### config.mk
export PLATFORM = sky130hd
export DESIGN_NAME = scp_control_fsm
export DESIGN_NICKNAME = d
export VERILOG_FILES = /design/src/rtl/scp_pkg.sv /design/src/rtl/scp_wait_cnt.sv /design/src/rtl/scp_control_fsm.sv
export SDC_FILE = /design/constraint.sdc
export NUM_CORES = 1
export LEC_CHECK = 0
export BUFFER_PORTS_ARGS = -buffer_cell sky130_fd_sc_hd__buf_2
export CORE_ASPECT_RATIO = 1.5
export CORE_MARGIN = 1.5
export CORE_UTILIZATION = 60
export CTS_BUF_LIST = sky130_fd_sc_hd__clkbuf_8
export CTS_CLUSTER_DIAMETER = 150
export DETAILED_ROUTE_END_ITERATION = 10
export PLACE_DENSITY_LB_ADDON = 0.3
export SETUP_SLACK_MARGIN = 0.05
export SLEW_MARGIN = 20
export SYNTH_ARGS = -nofsm -noshare
export SYNTH_HDL_FRONTEND = slang
export SYNTH_HIERARCHICAL = 1
export SYNTH_SLANG_ARGS = --single-unit
### constraint.sdc
create_clock -name clk -period 3.3 [get_ports clk]
set_clock_uncertainty 0.1 [all_clocks]
set_input_delay 0 -clock clk [delete_from_list [all_inputs] [get_ports clk]]
set_output_delay 0 -clock clk [all_outputs]
set_load 0.01 [all_outputs]
### src/rtl/scp_pkg.sv
// Shared definitions for the single-cycle-processor controller.
// Holds the opcode values decoded by the datapath, the controller state
// encoding, the bundle of registered datapath strobes and small opcode
// classification helpers used by the FSM.
package scp_pkg;

  // Instruction classes delivered by the datapath on opCode
  localparam logic [2:0] OP_LDA = 3'b000;
  localparam logic [2:0] OP_STA = 3'b001;
  localparam logic [2:0] OP_ADD = 3'b010;
  localparam logic [2:0] OP_SUB = 3'b011;
  localparam logic [2:0] OP_SHL = 3'b100;
  localparam logic [2:0] OP_INP = 3'b101;
  localparam logic [2:0] OP_NOP = 3'b110;
  localparam logic [2:0] OP_HLT = 3'b111;

  // Width of the MEMRD wait-state counter (covers 0..7 extra cycles)
  localparam int WAIT_W = 3;

  typedef enum logic [2:0] {
    S_IDLE,
    S_FETCH,
    S_DECODE,
    S_MEMRD,
    S_EXEC,
    S_MEMWR,
    S_RETIRE,
    S_HALT
  } state_t;

  // Every strobe the controller registers toward the datapath
  typedef struct packed {
    logic start;
    logic rd;
    logic wr;
    logic load_acc;
    logic ac_sel;
    logic add_sub;
    logic shift;
    logic io_mem_sel;
    logic busy;
    logic halted;
  } ctrl_t;

  // Instructions that need a data-memory read followed by an accumulator load
  function automatic logic is_mem_read(input logic [2:0] op);
    logic hit;
    hit = 1'b0;
    case (op)
      OP_LDA, OP_ADD, OP_SUB, OP_SHL: hit = 1'b1;
      default:                        hit = 1'b0;
    endcase
    return hit;
  endfunction

  // Instructions that write DM_Dinbus
  function automatic logic is_mem_write(input logic [2:0] op);
    logic hit;
    hit = 1'b0;
    case (op)
      OP_STA, OP_INP: hit = 1'b1;
      default:        hit = 1'b0;
    endcase
    return hit;
  endfunction

endpackage

### src/rtl/scp_wait_cnt.sv
// Loadable down-counter that times the data-memory read wait states.
// Ports:
//   clk       in  rising-edge clock
//   reset     in  synchronous active-low reset
//   load      in  load load_val (takes priority over dec)
//   load_val  in  WAIT_W-bit value to load
//   dec       in  count down by one, saturating at zero
//   zero      out count has reached zero
module scp_wait_cnt
  import scp_pkg::*;
(
  input  logic              clk,
  input  logic              reset,
  input  logic              load,
  input  logic [WAIT_W-1:0] load_val,
  input  logic              dec,
  output logic              zero
);

  logic [WAIT_W-1:0] count_q;
  logic [WAIT_W-1:0] count_d;

  always_comb begin
    count_d = count_q;
    if (load) begin
      count_d = load_val;
    end else if (dec && (count_q != '0)) begin
      count_d = count_q - 1'b1;
    end
  end

  always_ff @(posedge clk) begin
    if (!reset) begin
      count_q <= '0;
    end else begin
      count_q <= count_d;
    end
  end

  assign zero = (count_q == '0);

endmodule

### src/rtl/scp_control_fsm.sv
// Multi-cycle Moore controller for the 8-bit single-cycle-processor
// datapath. It walks each instruction through FETCH, DECODE, an optional
// memory read (with wait states) or write phase, and RETIRE, producing all
// datapath strobes from registers so no input reaches an output
// combinationally. It also provides a run/halt handshake and a
// retired-instruction counter.
// Ports:
//   clk       in   rising-edge clock
//   reset     in   synchronous active-low reset
//   run       in   level; 1 = execute, 0 = finish current instruction then idle
//   opCode    in   3-bit instruction class from the datapath
//   start     out  PC advance/enable strobe
//   rd        out  data-memory read strobe
//   wr        out  DM_Dinbus latch enable
//   LoadAcc   out  accumulator load enable
//   AcSel     out  1 = ALU result to acc, 0 = DM_Doutbus to acc
//   AddSub    out  ALU op: 0 add, 1 subtract
//   Shift     out  ALU shift-left select
//   IOMemSel  out  1 = DataIn to DM_Dinbus, 0 = AcOut
//   busy      out  1 in any state other than IDLE/HALT
//   halted    out  1 in HALT
//   icount    out  retired-instruction count (wraps)
module scp_control_fsm
  import scp_pkg::*;
#(
  parameter int RD_WAIT = 1,
  parameter int ICNT_W  = 8
) (
  input  logic              clk,
  input  logic              reset,
  input  logic              run,
  input  logic [2:0]        opCode,
  output logic              start,
  output logic              rd,
  output logic              wr,
  output logic              LoadAcc,
  output logic              AcSel,
  output logic              AddSub,
  output logic              Shift,
  output logic              IOMemSel,
  output logic              busy,
  output logic              halted,
  output logic [ICNT_W-1:0] icount
);

  localparam logic [WAIT_W-1:0] RD_WAIT_V = WAIT_W'(RD_WAIT);
  localparam logic [ICNT_W-1:0] ICNT_ONE  = ICNT_W'(1);

  state_t            state_q, state_d;
  logic [2:0]        op_q, op_d;
  ctrl_t             ctrl_q, ctrl_d;
  logic [ICNT_W-1:0] icount_q, icount_d;
  logic              run_q, run_d;

  logic wait_load;
  logic wait_dec;
  logic wait_zero;

  scp_wait_cnt u_wait_cnt (
    .clk      (clk),
    .reset    (reset),
    .load     (wait_load),
    .load_val (RD_WAIT_V),
    .dec      (wait_dec),
    .zero     (wait_zero)
  );

  // run is registered first so the FSM only sees a clean level; this is
  // why the first FETCH after reset release appears on the second edge.
  always_comb begin
    run_d = run;
  end

  // Next-state logic. The opcode is captured on the edge that enters
  // DECODE and held until the next DECODE, so the datapath may change
  // opCode freely while an instruction is in flight.
  always_comb begin
    state_d   = state_q;
    op_d      = op_q;
    wait_load = 1'b0;
    unique case (state_q)
      S_IDLE: begin
        if (run_q) state_d = S_FETCH;
      end
      S_FETCH: begin
        state_d = S_DECODE;
        op_d    = opCode;
      end
      S_DECODE: begin
        if (op_q == OP_HLT) begin
          state_d = S_HALT;
        end else if (op_q == OP_NOP) begin
          state_d = S_RETIRE;
        end else if (is_mem_write(op_q)) begin
          state_d = S_MEMWR;
        end else begin
          state_d   = S_MEMRD;
          wait_load = 1'b1;
        end
      end
      S_MEMRD: begin
        if (wait_zero) state_d = S_EXEC;
      end
      S_EXEC:   state_d = S_RETIRE;
      S_MEMWR:  state_d = S_RETIRE;
      S_RETIRE: state_d = run_q ? S_FETCH : S_IDLE;
      S_HALT:   state_d = S_HALT;
      default:  state_d = S_IDLE;
    endcase
  end

  assign wait_dec = (state_q == S_MEMRD);

  // Output strobes are decoded from the state being entered so that the
  // registered outputs line up with the state register. IOMemSel is raised
  // already in DECODE for INP to give DM_Dinbus a cycle of setup before wr.
  always_comb begin
    ctrl_d = '0;
    unique case (state_d)
      S_FETCH: begin
        ctrl_d.start = 1'b1;
      end
      S_DECODE: begin
        ctrl_d.io_mem_sel = (op_d == OP_INP);
      end
      S_MEMRD: begin
        ctrl_d.rd = 1'b1;
      end
      S_EXEC: begin
        ctrl_d.rd       = 1'b1;
        ctrl_d.load_acc = 1'b1;
        ctrl_d.ac_sel   = is_mem_read(op_d) && (op_d != OP_LDA);
        ctrl_d.add_sub  = (op_d == OP_SUB);
        ctrl_d.shift    = (op_d == OP_SHL);
      end
      S_MEMWR: begin
        ctrl_d.wr         = 1'b1;
        ctrl_d.io_mem_sel = (op_d == OP_INP);
      end
      S_HALT: begin
        ctrl_d.halted = 1'b1;
      end
      default: begin
        ctrl_d = '0;
      end
    endcase
    ctrl_d.busy = (state_d != S_IDLE) && (state_d != S_HALT);
  end

  // The retire count covers both normal retirement and the HLT
  // instruction itself, which never passes through RETIRE.
  always_comb begin
    icount_d = icount_q;
    if ((state_d == S_RETIRE) || ((state_d == S_HALT) && (state_q != S_HALT))) begin
      icount_d = icount_q + ICNT_ONE;
    end
  end

  always_ff @(posedge clk) begin
    if (!reset) begin
      state_q  <= S_IDLE;
      op_q     <= OP_LDA;
      ctrl_q   <= '0;
      icount_q <= '0;
      run_q    <= 1'b0;
    end else begin
      state_q  <= state_d;
      op_q     <= op_d;
      ctrl_q   <= ctrl_d;
      icount_q <= icount_d;
      run_q    <= run_d;
    end
  end

  assign start    = ctrl_q.start;
  assign rd       = ctrl_q.rd;
  assign wr       = ctrl_q.wr;
  assign LoadAcc  = ctrl_q.load_acc;
  assign AcSel    = ctrl_q.ac_sel;
  assign AddSub   = ctrl_q.add_sub;
  assign Shift    = ctrl_q.shift;
  assign IOMemSel = ctrl_q.io_mem_sel;
  assign busy     = ctrl_q.busy;
  assign halted   = ctrl_q.halted;
  assign icount   = icount_q;

endmodule
==> results.md <==
- Summed over its instances, the top area cell type makes up a little over two fifths of the synthesized netlist area.
- The number of buffers on the longest clock path is 2.
- The H-tree depth reported by CTS is 1.
- The cell taking the most area after synthesis is dfxtp_1.
- The multi-input combinational cell area is about 700 um^2.
- In the final routed layout, each cell accounts on average for around 12 um.
- The average cell area after synthesis is 9.65 um^2.
- Global routing used 23.0% of the available tracks across all layers.
- The final max-slew violation count is 0.
- The fraction of the cycle the final worst path needs is a little over three fifths.
- From bottom edge to top edge, the die measures around 60 um.
- The number of global-route vias before repair came to just under 1000.
- The arrival time at the worst endpoint is approximately 2.2 ns.
- The die covers around 0.0025 mm^2.
- The start point of the worst hold path is reset.
- Registers take 561 um^2.
- Across all setup checks in the final design, the least slack found is 1.22 ns.
- The critical path capture point type is a flop.
- The register bit total from synthesis is 28.
- The number of cells in the design after placement is around 180.
- The final count of hold timing violations came to 0.
- The placeable core area is around 0.0020 mm^2.
- Setup repair after global routing left no endpoint under its margin.
- The time the final worst path needs with I/O delays and setup is approximately 2.1 ns.
- The remaining routing DRC violations is 0.
- At the end of the flow, the number of nets in the layout was 173.
- The remaining number of nets flagged by the antenna check after routing is 0.
- The number of fillers in the final layout is 155.
- The initial standard-cell utilization of the core is 64.3%.
- During I/O placement, the number of pins put on the boundary was 24.
- The cell area after synthesis is roughly 0.0013 mm^2.
- The required time at the worst-slack endpoint is between 3 and 4 ns.
- The repair_antennas step left the layout with diodes totalling 0.
- The worst setup slack before clock tree synthesis is about 1.2 ns.
- The final non-filler cell total is roughly 180.
- Of the cells placed in the final design, the portion with a size suffix greater than 1 is 20.4%.
- The most used flip-flop cell after synthesis is dfxtp_1.
- In the layout the commonest cells are dfxtp_1, buf_2, nand2_1, and2_1, xnor2_1.
- The initial detailed-routing violation count is 20.
- Dividing total power by cell area gives a power density of between 400 and 500 mW/mm^2.
- The startpoint class of the critical path is a flop.
- On the critical path, the stage with the largest delay is an instance of or3b_1.
- The most numerous cell type found on the critical path is ha_1.
- In this run, CTS created clock tree buffers numbering 3.
- The half-perimeter wire length after detailed placement is between 1500 and 2000 um.
- For this run, the register share of the synthesized area comes to about 43%.
- The utilization of the core after routing is about three quarters.
- Leaving out fill and tap cells, the most frequent cell in the layout is dfxtp_1.
- The number of iterations in the first detailed-routing pass is 3.
- In this run the worst hold path is classified as in2reg.
- The delay of the slowest cell on the worst path is 0.37 ns.
- After clock tree synthesis, the clock-pin slew on the worst setup and hold paths is 0.09 ns.
- The overall overflow remaining after global route is 0.
- The flow ran to the end, and the final reports show no timing, DRC or antenna violations.
- The number of port buffers is 23.
- Entering global routing, the biggest net connects 23 pins.
- The actual transition at the worst max-transition pin is between 0.5 and 0.6 ns.
- The tree is rooted in a clkbuf_8.
- The initial antenna violation count came to 0.
- The final wirelength is ~2300 um.
- The share of synthesized flip-flops with an asynchronous set or reset is 0%.
- The total of max-cap violations is 0.
- The number of clock sinks is 28.
- The number of standard cells after synthesis is between 100 and 150.
- The startpoint of the lowest-slack register-to-register path is u_wait_cnt/count_q[0].
- The largest fanout on the critical path is 8.
- Sorting the synthesized cells by area gives the leading types as dfxtp_1, and2_1, xnor2_1, nand2_1, mux2i_1.
- Yosys printed 6 warnings.
- The number of rows in the core area is 20.
- The insertion delay of the later-clocked pin in the worst-skew pair is ~0.27 ns.
- IR analysis of the VDD net gives a maximum drop of about 350 uV.
- For the final routed database, the setup TNS stands at 0 ns.
- The number of flops mapped to enable cells by yosys is 0.
- The critical path starts at u_wait_cnt/count_q[0].
- At the end of routability-driven placement, the weighted congestion stood at between 0.7 and 0.8.
- The maximum clock frequency is 0.480 GHz.
- The critical path is of the reg2reg type.
- The via count normalized by instance count is 5.38.
- Broken down by cell family, the worst path's largest delay share belongs to simple AND/OR/NAND/NOR gates.
- The leakage power summed over all cells is 0.627 nW.
- The number of vias in the routed layout is 989.
- The setup-violating endpoint count in the final report is 0.
- Together, buffers and inverters on the worst path number 1.
- The CTS tree is yes.
- The die is about 41 um wide.
- The signal on the critical path passes through inv_1, ha_1, ha_1, nor2b_1, or3b_1, a32oi_2, nand3_1, and3_1.
- Headroom to the max-slew limit came out at 65.7%.
- The area growth from synthesis to layout is 15.7%.
- The count of cell types in the netlist is 40.
- The wire length of the first global-routing pass is roughly 3900 um.
## cell type report
type	count	share of cell area (%)
sequential	28	37.2
clock buffer	3	2.74
timing repair buffer	27	10.3
inverter	6	1.50
tap	22	1.83
multi-input combinational	98	46.4
## sequential cells by signal (all words and copies together) (netlist names), 3 cells and up
register	count
icount	8
op_q	3
state_q	3
u_wait_cnt/count_q	3
## layer usage
metal	vias up	wire (um)	GRT usage (%)	share of wire, %
li1	511	-	-	-
met1	453	954	25.7	42
met2	18	1180	39.5	52
met3	7	49	3.35	2.2
met4	0	65	11.9	2.9
met5	-	0	0	0
## per-stage QoR
step / power (mW) / area [um^2] / hold WS, ns
CTS: 0.636 / 1510 / 0.0431
global placement: 0.452 / 1430 / 0.112
finish: 0.631 / 1510 / 0.0308
global route: 0.657 / 1510 / 0.0615
detailed placement: 0.458 / 1430 / 0.122
floorplan: 0.437 / 1310 / 0.0273
## cells in the mapped netlist (all sizes together) (2+ instances only)
cell,instances
and3b,3
dfxtp,28
mux2i,4
ha,3
nor2,6
and2,11
a21boi,3
nand2,11
o211ai,2
nand2b,5
and3,3
nor3b,4
a21oi,3
nor2b,7
nand4,5
buf,2
conb,2
xnor2,7
o21ai,3
nor3,2
clkbuf,2
inv,6
nand3b,3
## worst reg2reg max path, stage by stage (launching register included)
cell	delay (ns)
dfxtp_1	0.33
inv_1	0.05
ha_1	0.14
ha_1	0.28
nor2b_1	0.10
or3b_1	0.37
a32oi_2	0.32
nand3_1	0.11
and3_1	0.18
## path summary, 6_finish.rpt
| check | depth (start not counted) | end | slack [ns] |
|---|---|---|---|
| hold reg to reg | 2 | AddSub | 0.46 |
| setup reg to reg | 8 | busy | 1.22 |
| hold / removal | 3 | u_wait_cnt/count_q[0] | 0.03 |
| setup / recovery | 8 | busy | 1.22 |
## power breakdown
group          switching (mW)  internal, mW  total [mW]
combinational          0.0477        0.0420      0.0897
sequential             0.0124         0.351       0.363
clock                  0.0961        0.0819       0.178
total                   0.156         0.475       0.631
## cells by family after synthesis
| family | Yosys count | share of synthesized area, % |
|---|---|---|
| simple gates | 64 | 30.2 |
| xor+xnor | 8 | 5.38 |
| compound gates | 16 | 11.3 |
| fa+ha+maj | 3 | 2.88 |
| flops | 28 | 43.0 |
| mux | 4 | 3.07 |
| buf+inv | 10 | 3.55 |
| other cells | 2 | 0.577 |
## what timing repair did
item | in CTS | in global routing
endpoints found under the hold margin | 5 | 0
setup buffers | 0 | 0
resized for setup | 0 | 0
hold buffers | 4 | 0
Power figures use the tool's default switching activity.
